[src/rtl/seg7_scan_driver.sv]
// Time-multiplexed common-anode seven-segment driver. Digit data is loaded into a
// pending buffer and swapped into the active buffer at a frame boundary, so a
// frame never mixes old and new digits. Segment, decimal point and anode lines
// are registered so they can go straight to board pins.
module seg7_scan_driver #(
    parameter int DIGITS     = 4,
    parameter int CLK_DIV    = 50000,
    parameter bit ACTIVE_LOW = 1'b1
) (
    input  logic                  clk,
    input  logic                  rst,
    input  logic [4*DIGITS-1:0]   dig_in,
    input  logic [DIGITS-1:0]     dp_in,
    input  logic [DIGITS-1:0]     blank_in,
    input  logic                  lz_en,
    input  logic                  load,
    output logic [6:0]            seg,
    output logic                  dp,
    output logic [DIGITS-1:0]     an,
    output logic                  upd_done
);

    localparam int PW = $clog2(CLK_DIV);
    localparam int IW = (DIGITS > 1) ? $clog2(DIGITS) : 1;
    localparam logic [PW-1:0] PCNT_MAX = PW'(CLK_DIV - 1);
    localparam logic [IW-1:0] IDX_MAX  = IW'(DIGITS - 1);

    // Dark levels depend on pin polarity.
    localparam logic [6:0]        SEG_OFF = {7{ACTIVE_LOW}};
    localparam logic              DP_OFF  = ACTIVE_LOW;
    localparam logic [DIGITS-1:0] AN_OFF  = {DIGITS{ACTIVE_LOW}};

    logic [PW-1:0]         pcnt_q, pcnt_d;
    logic [IW-1:0]         idx_q, idx_d;
    logic                  tick, frameEnd, commit;

    logic [4*DIGITS-1:0]   pendDig_q, actDig_q;
    logic [DIGITS-1:0]     pendDp_q, actDp_q;
    logic [DIGITS-1:0]     pendBlank_q, actBlank_q;
    logic                  pend_q;
    logic                  commit_q;
    logic                  updDone_q;

    logic [DIGITS-1:0]     supp;
    logic                  allAbove;
    logic                  isZero;
    logic [3:0]            curDig;
    logic                  curDark;
    logic [6:0]            segLow;
    logic                  dpLow;
    logic [DIGITS-1:0]     anOneHot;

    logic [6:0]            seg_q, seg_d;
    logic                  dp_q, dp_d;
    logic [DIGITS-1:0]     an_q, an_d;

    // Glyph table in gfedcba order, a lit segment is 0.
    function automatic logic [6:0] glyph(input logic [3:0] v);
        case (v)
            4'h0: glyph = 7'b1000000;
            4'h1: glyph = 7'b1111001;
            4'h2: glyph = 7'b0100100;
            4'h3: glyph = 7'b0110000;
            4'h4: glyph = 7'b0011001;
            4'h5: glyph = 7'b0010010;
            4'h6: glyph = 7'b0000010;
            4'h7: glyph = 7'b1111000;
            4'h8: glyph = 7'b0000000;
            4'h9: glyph = 7'b0010000;
            4'hA: glyph = 7'b0001000;
            4'hB: glyph = 7'b0000011;
            4'hC: glyph = 7'b1000110;
            4'hD: glyph = 7'b0100001;
            4'hE: glyph = 7'b0000110;
            default: glyph = 7'b0001110;
        endcase
    endfunction

    // Prescaler and scan index advance; a commit happens only at the end of a frame.
    always_comb begin
        tick     = (pcnt_q == PCNT_MAX);
        frameEnd = tick && (idx_q == IDX_MAX);
        commit   = frameEnd && pend_q;
        pcnt_d   = tick ? '0 : pcnt_q + PW'(1);
        idx_d    = idx_q;
        if (tick) begin
            idx_d = (idx_q == IDX_MAX) ? '0 : idx_q + IW'(1);
        end
    end

    // Leading-zero suppression walks from the most significant digit downwards;
    // a digit can only vanish if everything above it is already dark or zero.
    always_comb begin
        supp     = '0;
        allAbove = 1'b1;
        isZero   = 1'b0;
        for (int k = DIGITS - 1; k >= 0; k--) begin
            isZero = (actDig_q[4*k +: 4] == 4'h0) && !actDp_q[k];
            if (lz_en && (k > 0) && isZero && allAbove) begin
                supp[k] = 1'b1;
            end
            allAbove = allAbove && (actBlank_q[k] || isZero);
        end
    end

    // Next values for the pin registers, built active-low and flipped if needed.
    always_comb begin
        curDig   = actDig_q[idx_q*4 +: 4];
        curDark  = actBlank_q[idx_q] || supp[idx_q];
        segLow   = curDark ? 7'b1111111 : glyph(curDig);
        dpLow    = !(actDp_q[idx_q] && !actBlank_q[idx_q]);
        anOneHot = '0;
        anOneHot[idx_q] = 1'b1;
        seg_d    = ACTIVE_LOW ? segLow : ~segLow;
        dp_d     = ACTIVE_LOW ? dpLow : ~dpLow;
        an_d     = ACTIVE_LOW ? ~anOneHot : anOneHot;
    end

    // All state: scan counters, the two buffers, the commit pipeline and the pins.
    always_ff @(posedge clk) begin
        if (rst) begin
            pcnt_q      <= '0;
            idx_q       <= '0;
            pendDig_q   <= '0;
            pendDp_q    <= '0;
            pendBlank_q <= '1;
            actDig_q    <= '0;
            actDp_q     <= '0;
            actBlank_q  <= '1;
            pend_q      <= 1'b0;
            commit_q    <= 1'b0;
            updDone_q   <= 1'b0;
            seg_q       <= SEG_OFF;
            dp_q        <= DP_OFF;
            an_q        <= AN_OFF;
        end else begin
            pcnt_q    <= pcnt_d;
            idx_q     <= idx_d;
            commit_q  <= commit;
            updDone_q <= commit_q;
            seg_q     <= seg_d;
            dp_q      <= dp_d;
            an_q      <= an_d;
            if (commit) begin
                actDig_q   <= pendDig_q;
                actDp_q    <= pendDp_q;
                actBlank_q <= pendBlank_q;
            end
            if (load) begin
                pendDig_q   <= dig_in;
                pendDp_q    <= dp_in;
                pendBlank_q <= blank_in;
                pend_q      <= 1'b1;
            end else if (commit) begin
                pend_q <= 1'b0;
            end
        end
    end

    assign seg      = seg_q;
    assign dp       = dp_q;
    assign an       = an_q;
    assign upd_done = updDone_q;

endmodule

[config.mk]
export PLATFORM = sky130hd
export DESIGN_NAME = seg7_scan_driver
export DESIGN_NICKNAME = d
export VERILOG_FILES = /design/src/rtl/seg7_scan_driver.sv
export SDC_FILE = /design/constraint.sdc
export NUM_CORES = 1
export LEC_CHECK = 0
export ABC_AREA = 1
export CELL_PAD_IN_SITES_DETAIL_PLACEMENT = 0
export CELL_PAD_IN_SITES_GLOBAL_PLACEMENT = 1
export CORE_UTILIZATION = 37
export CTS_BUF_LIST = sky130_fd_sc_hd__clkbuf_16
export DETAILED_ROUTE_END_ITERATION = 8
export PLACE_DENSITY_LB_ADDON = 0.1
export RECOVER_POWER = 100
export SETUP_SLACK_MARGIN = 0.2
export SLEW_MARGIN = 20
export SYNTH_ARGS = -nofsm -noshare
export SYNTH_HDL_FRONTEND = slang
export SYNTH_SLANG_ARGS = --single-unit
[constraint.sdc]
create_clock -name clk -period 1.8 [get_ports clk]
set_input_delay 0.27 -clock clk [delete_from_list [all_inputs] [get_ports clk]]
set_output_delay 0.27 -clock clk [all_outputs]
set_load 0.05 [all_outputs]
=== Yosys cells after proc, flatten, opt, wreduce, memory -nomap -nowiden ===
Memory sizes are Yosys's and may differ from the RTL's. A register that Yosys moved wholly into a read port is not among the register bits.
Cells that the tools add are included.
Widths: inputs -> output; s select.

* Output and inout bits: 13
* Bits in writable memories: 0
* Bits in read-only memories: 112
* Latch bits: 0
* Memories: 1
* Flip-flop bits (word level): 74

{| class="wikitable"
|+ Memory list
! name !! words !! bits a word !! read ports !! clocked after Yosys merged registers in !! wr ports !! line !! text
|-
| (no name shown) || 16 || 7 || 1 || 1 || 0 || 59 || <nowiki>case (v)</nowiki>
|}

* Div/mod/pow operators: 0
* Eq/ne operators: 2
* Bitwise gates (word level): 1
* $add $sub $neg: 2
* Reductions and logical operators: 27
* Multipliers: 0
* Order comparisons: 2
* Shift-type cells: 1
* Mux-type cells: 14

{| class="wikitable"
|+ Operators with widths
! cell !! count
|-
| $add 16x1->16 const B || 1
|-
| $eq 16x16->1 const B || 1
|-
| $shiftx 16x5->4 || 1
|-
| $logic_and 1x1->1 || 13
|-
| $logic_not 4->1 || 3
|-
| $mux 1 || 9
|-
| $bmux 1 s2 || 3
|-
| $logic_not 1->1 || 5
|-
| $not 4->4 || 1
|-
| $reduce_or 2->1 || 2
|-
| $logic_or 1x1->1 || 3
|-
| $lt 2x3->1 const B || 1
|-
| $add 2x1->2 const B || 1
|-
| $demux 1 s2 || 1
|-
| $eq 2x2->1 const B || 1
|-
| $ge 2x1->1 const B || 1
|-
| $mux 2 || 1
|-
| $reduce_bool 2->1 || 1
|}

=== Logic depth before layout (Yosys ltp) ===
* Depth in word-level cells: 10
* Mapped depth: 13
* Depth with buffers taken out: 11

=== Worst setup path after synthesis ===
OpenSTA, ideal clock, no wires.

* Kind: register to register
* Start: register idx_q[0]
* End: register seg_q[5] (netlist: seg[5])
* Buffers on the path: 2
* Stages on the path, launching flop included: 13
* Data required time: 1.674 ns
* Slack: 0.094 ns
* Arrival: 1.580 ns
* Clock period less this slack: 1.706 ns
* Cell sequence: dfxtp_1 -> clkbuf_2 -> inv_2 -> buf_2 -> nand2_1 -> nand3_1 -> nand2_1 -> inv_1 -> ha_1 -> nand3_1 -> o21ai_0 -> nand2_1 -> nand3_1

* Cells in the longest elaborated chain, start to end: 4
* Elaborated cells between the ends (all ways): 7

{| class="wikitable"
|+ RTL lines
! item !! line !! text
|-
| start: declaration || 34 || <nowiki>logic [IW-1:0] idx_q, idx_d;</nowiki>
|-
| start signal: assignment || 138 || <nowiki>idx_q <= idx_d;</nowiki>
|-
| $bmux 1 s2 || 109 || <nowiki>curDark = actBlank_q[idx_q] || supp[idx_q];</nowiki>
|-
| $mux 1 (implied by the code) || 109 ||
|-
| $logic_or 1x1->1 || 109 ||
|-
| $reduce_or 2->1 (no source line) || - ||
|-
| end: declaration || 53 || <nowiki>logic [6:0] seg_q, seg_d;</nowiki>
|}

Parallel ways exist; a longest one is shown, timed or not. The select of a mux whose other input is x is not followed.
A chain may end at the register's enable or synchronous reset.

=== Worst setup path in the final report ===
* Start: register pcnt_q[1]
* End: register actDig_q[14]

* Cells in the longest elaborated chain, start to end: 3

{| class="wikitable"
|+ RTL lines
! item !! line !! text
|-
| start: declaration || 33 || <nowiki>logic [PW-1:0] pcnt_q, pcnt_d;</nowiki>
|-
| start signal: assignment || 137 || <nowiki>pcnt_q <= pcnt_d;</nowiki>
|-
| $eq 16x16->1 || 81 || <nowiki>tick = (pcnt_q == PCNT_MAX);</nowiki>
|-
| $logic_and 1x1->1 || 82 || <nowiki>frameEnd = tick && (idx_q == IDX_MAX);</nowiki>
|-
| $logic_and 1x1->1 || 83 || <nowiki>commit = frameEnd && pend_q;</nowiki>
|-
| end signal: assignment || 145 || <nowiki>actDig_q <= pendDig_q;</nowiki>
|-
| end: declaration || 37 || <nowiki>logic [4*DIGITS-1:0] pendDig_q, actDig_q;</nowiki>
|}

No other way between the ends.

==> metrics <==
Yosys cell types 29; wire length of the first global-routing pass 14700 um; via count about 3.4k; Clock Pin Slew Worst Setup and Hold Paths around 0.060 ns; Sink Count between 80 and 90; # H-tree levels 3; core area 9330 um2; Tcrit/Tclk final 91.1%; Slew Viols, Final 0; net switching power between 0.0008 and 0.0009 W; TritonCTS clock tree built; Worst Path Required 1.99 ns; Tot GR Track Use 18.3%; final setup violation count 0; Boundary Pins 41; minimum clock period after layout 1.64 ns; Routed Wire Length 9210 um; Layout Cells excl Fill 671; cell mode on critical path nand3_4; hold_buf cts 0; P&R area growth vs syn 31.1%; WL per Instance 13.7 um; dpl hpwl around 6000 um; EDFF count, synth 0; synthesized area between 3000 and 4000 um2; Clock Latency Late Sink ~0.33 ns; Core Util, Final 50.7%; Syn Area/Cell 7.43 um2; largest net degree at the start of global routing 28; asr flop ratio synth 0%; Initial Util around two fifths; Yosys reg bits 81; vias per cell 5.01; crit-path max FO 12; Pwr per Cell Area about 850 nW/um2; CP endpoint kind register; post-synthesis sequential area ratio 44.9%; IO buf count 40; die area about 10000 um2; switching part of the total power approximately 21%; power share of the clock group 48.7%; Clock Root Buffer clkbuf_16; Remaining DRCs 0; Hold Crit Class reg -> reg; fill cell total of the finished layout 934; dpl cell area 4140 um2; Top FF cell, synth dfxtp_1; DR pass1 iterations 4; post-route ant nets 0; nets 576; vias in the first global route 3081; global placement routability congestion 0.838; Die W 101 um; CP Cell Sequence ha_4 -> nand2_4 -> nor2_8 -> nand3_4 -> nor2_4 -> nand3_4 -> clkbuf_16 -> nand2_1 -> a21oi_1; RSZ-0062 raised after global routing yes; Max Clk Rate 610 MHz; Seq pwr share 46.6%; CP top delay family simple AND/OR/NAND/NOR gates; CTS buffer count 9; Ant. Diodes 0; GR Overflow Total 0; antenna violations before repair 0; setup TNS 0 ns; Synth area leader dfxtp_1; P_int ~0.0031 W; Tot Pwr 0.00400 W; DRT iter0 DRCs 157; Design Area, Final 4730 um2; Worst Setup Start Kind register; Worst Skew 0.0103 ns; Max Buffers Root-to-Sink 2; CP peak stage delay roughly 0.38 ns; Worst Path Arrival 1.83 ns; max_cap viols 0; Mapped Cells 486; Hold Fails Final Rpt 0; Worst Tran Pin Value between 0.7 and 0.8 ns; Comb pwr share 4.7%; worst path bufs/invs 1; die height 101 um; Synth area leaders dfxtp_1 45%, nand2_1 12%, nor2_1 7.0%, nand3_1 5.5%, nand4_1 5.5%; syn nets around 530; slew margin rel. 51.2%; fraction of layout cells with a size suffix above 1 between 10% and 20%; critical setup path kind reg -> reg; placed insts 643; post-synth top area share 44.9%; critical path's slowest cell dfxtp_1; Ys Warns 0; Worst VDD drop 0.590 mV; status finished clean; Static Leak roughly 1.8 nW; standard-cell row count 35
==> state kept, by name (all words and copies together), names as in the netlist <==
name and cells:
actBlank_q 4, commit_q 1, actDp_q 4, dp 1
actDig_q 16, pend_q 1, pendDig_q 16, idx_q 2
pendBlank_q 4, pendDp_q 4, seg 7, an 4
upd_done 1, pcnt_q 16
==> routing by layer <==
| layer | part of all wire [%] | vias to the layer above | wire [um] | global-route usage, % |
|---|---|---|---|---|
| met5 | 0 | - | 0 | 0 |
| met4 | 1.5 | 0 | 140 | 6.58 |
| met3 | 3.2 | 11 | 299 | 3.68 |
| met2 | 45 | 56 | 4110 | 27.4 |
| met1 | 51 | 1573 | 4650 | 26.0 |
| li1 | - | 1724 | - | - |
==> what timing repair did <==
| action | CTS | global route |
|---|---|---|
| setup endpoints to repair | 39 | 49 |
| pin swaps | 1 | 5 |
| gates resized for setup | 17 | 39 |
| buffers inserted | 1 | 8 |
| gates cloned | 0 | 3 |
| hold endpoints to repair | 0 | 0 |
==> power groups by stage <==
stage	logic (W)	registers, W	clock network, W
after floorplan	0.0000966	0.00190	0
after global placement	0.000185	0.00190	0
after detailed placement	0.000187	0.00190	0
after CTS	0.000189	0.00186	0.00200
after global routing	0.000217	0.00187	0.00209
final	0.000190	0.00186	0.00195
==> cell type report <==
cell class	count	area [um2]	share of cell area, %
multi-input combinational	354	1850	39.1
clock inverter	7	93.8	1.98
tap	129	161	3.41
inverter	25	96.3	2.04
timing repair buffer	66	672	14.2
clock buffer	9	225	4.76
sequential	81	1630	34.5
==> cell families (layout without fill, tap and decap cells) <==
family          Yosys count  count (layout)  synth area share, %
fa+ha+maj                11              11                 3.81
flops                    81              81                 44.9
xor+xnor                  2               2                0.485
buf+inv                  51             107                 7.10
simple gates            273             273                 34.2
compound gates           68              68                 9.46
==> synthesized netlist by cell type (2+ instances only) <==
cell      number
buf_12         2
xor2_1         2
inv_2          6
buf_4          2
nor2_1        67
nand3_2        2
nand4_1       32
nor3_1         8
ha_1          11
nor2_4         2
dfxtp_1       81
a21oi_1       35
o21ai_0       32
buf_2          7
nand3_1       40
buf_6          2
nand2_1      114
inv_1         19
clkbuf_1      12
==> placed cells by master (no fill, tap or decap), types with 7 or more instances in the layout <==
| master | n |
|---|---|
| inv_1 | 17 |
| nand2_1 | 104 |
| o21ai_0 | 30 |
| clkbuf_16 | 12 |
| buf_4 | 15 |
| dfxtp_1 | 76 |
| dlygate4sd2_1 | 12 |
| a21oi_1 | 33 |
| nor3_1 | 8 |
| inv_2 | 8 |
| nor2_1 | 65 |
| ha_1 | 8 |
| clkdlybuf4s50_1 | 25 |
| nand2_2 | 7 |
| nand4_1 | 32 |
| nand3_1 | 38 |
==> path summary, 6_finish.rpt <==
path	start	to	slack, ns	depth (start not counted)
worst max-delay path	pcnt_q[1]$_SDFF_PP0_	actDig_q[14]$_SDFFE_PP0P_	0.16	9
worst min register to register	commit_q$_SDFF_PP0_	upd_done$_SDFF_PP0_	0.42	2
worst min-delay path	commit_q$_SDFF_PP0_	upd_done$_SDFF_PP0_	0.42	2
worst max register to register	pcnt_q[1]$_SDFF_PP0_	actDig_q[14]$_SDFFE_PP0P_	0.16	9
==> through the flow <==
stage          hold WS (ns)  setup slack (ns)
2_1_floorplan         0.388             0.202
3_3_place_gp          0.412             0.148
3_5_place_dp          0.418             0.144
4_1_cts               0.429             0.222
5_1_grt               0.428            0.0680
6_report              0.418             0.160
==> worst register-to-register path: stages (launching register included) <==
cell and delay (ns):
dfxtp_1 0.38, ha_4 0.17, nand2_4 0.07, nor2_8 0.11, nand3_4 0.08, nor2_4 0.22
nand3_4 0.16, clkbuf_16 0.21, nand2_1 0.06, a21oi_1 0.05
Note: power is estimated with default switching activity, not from simulation.
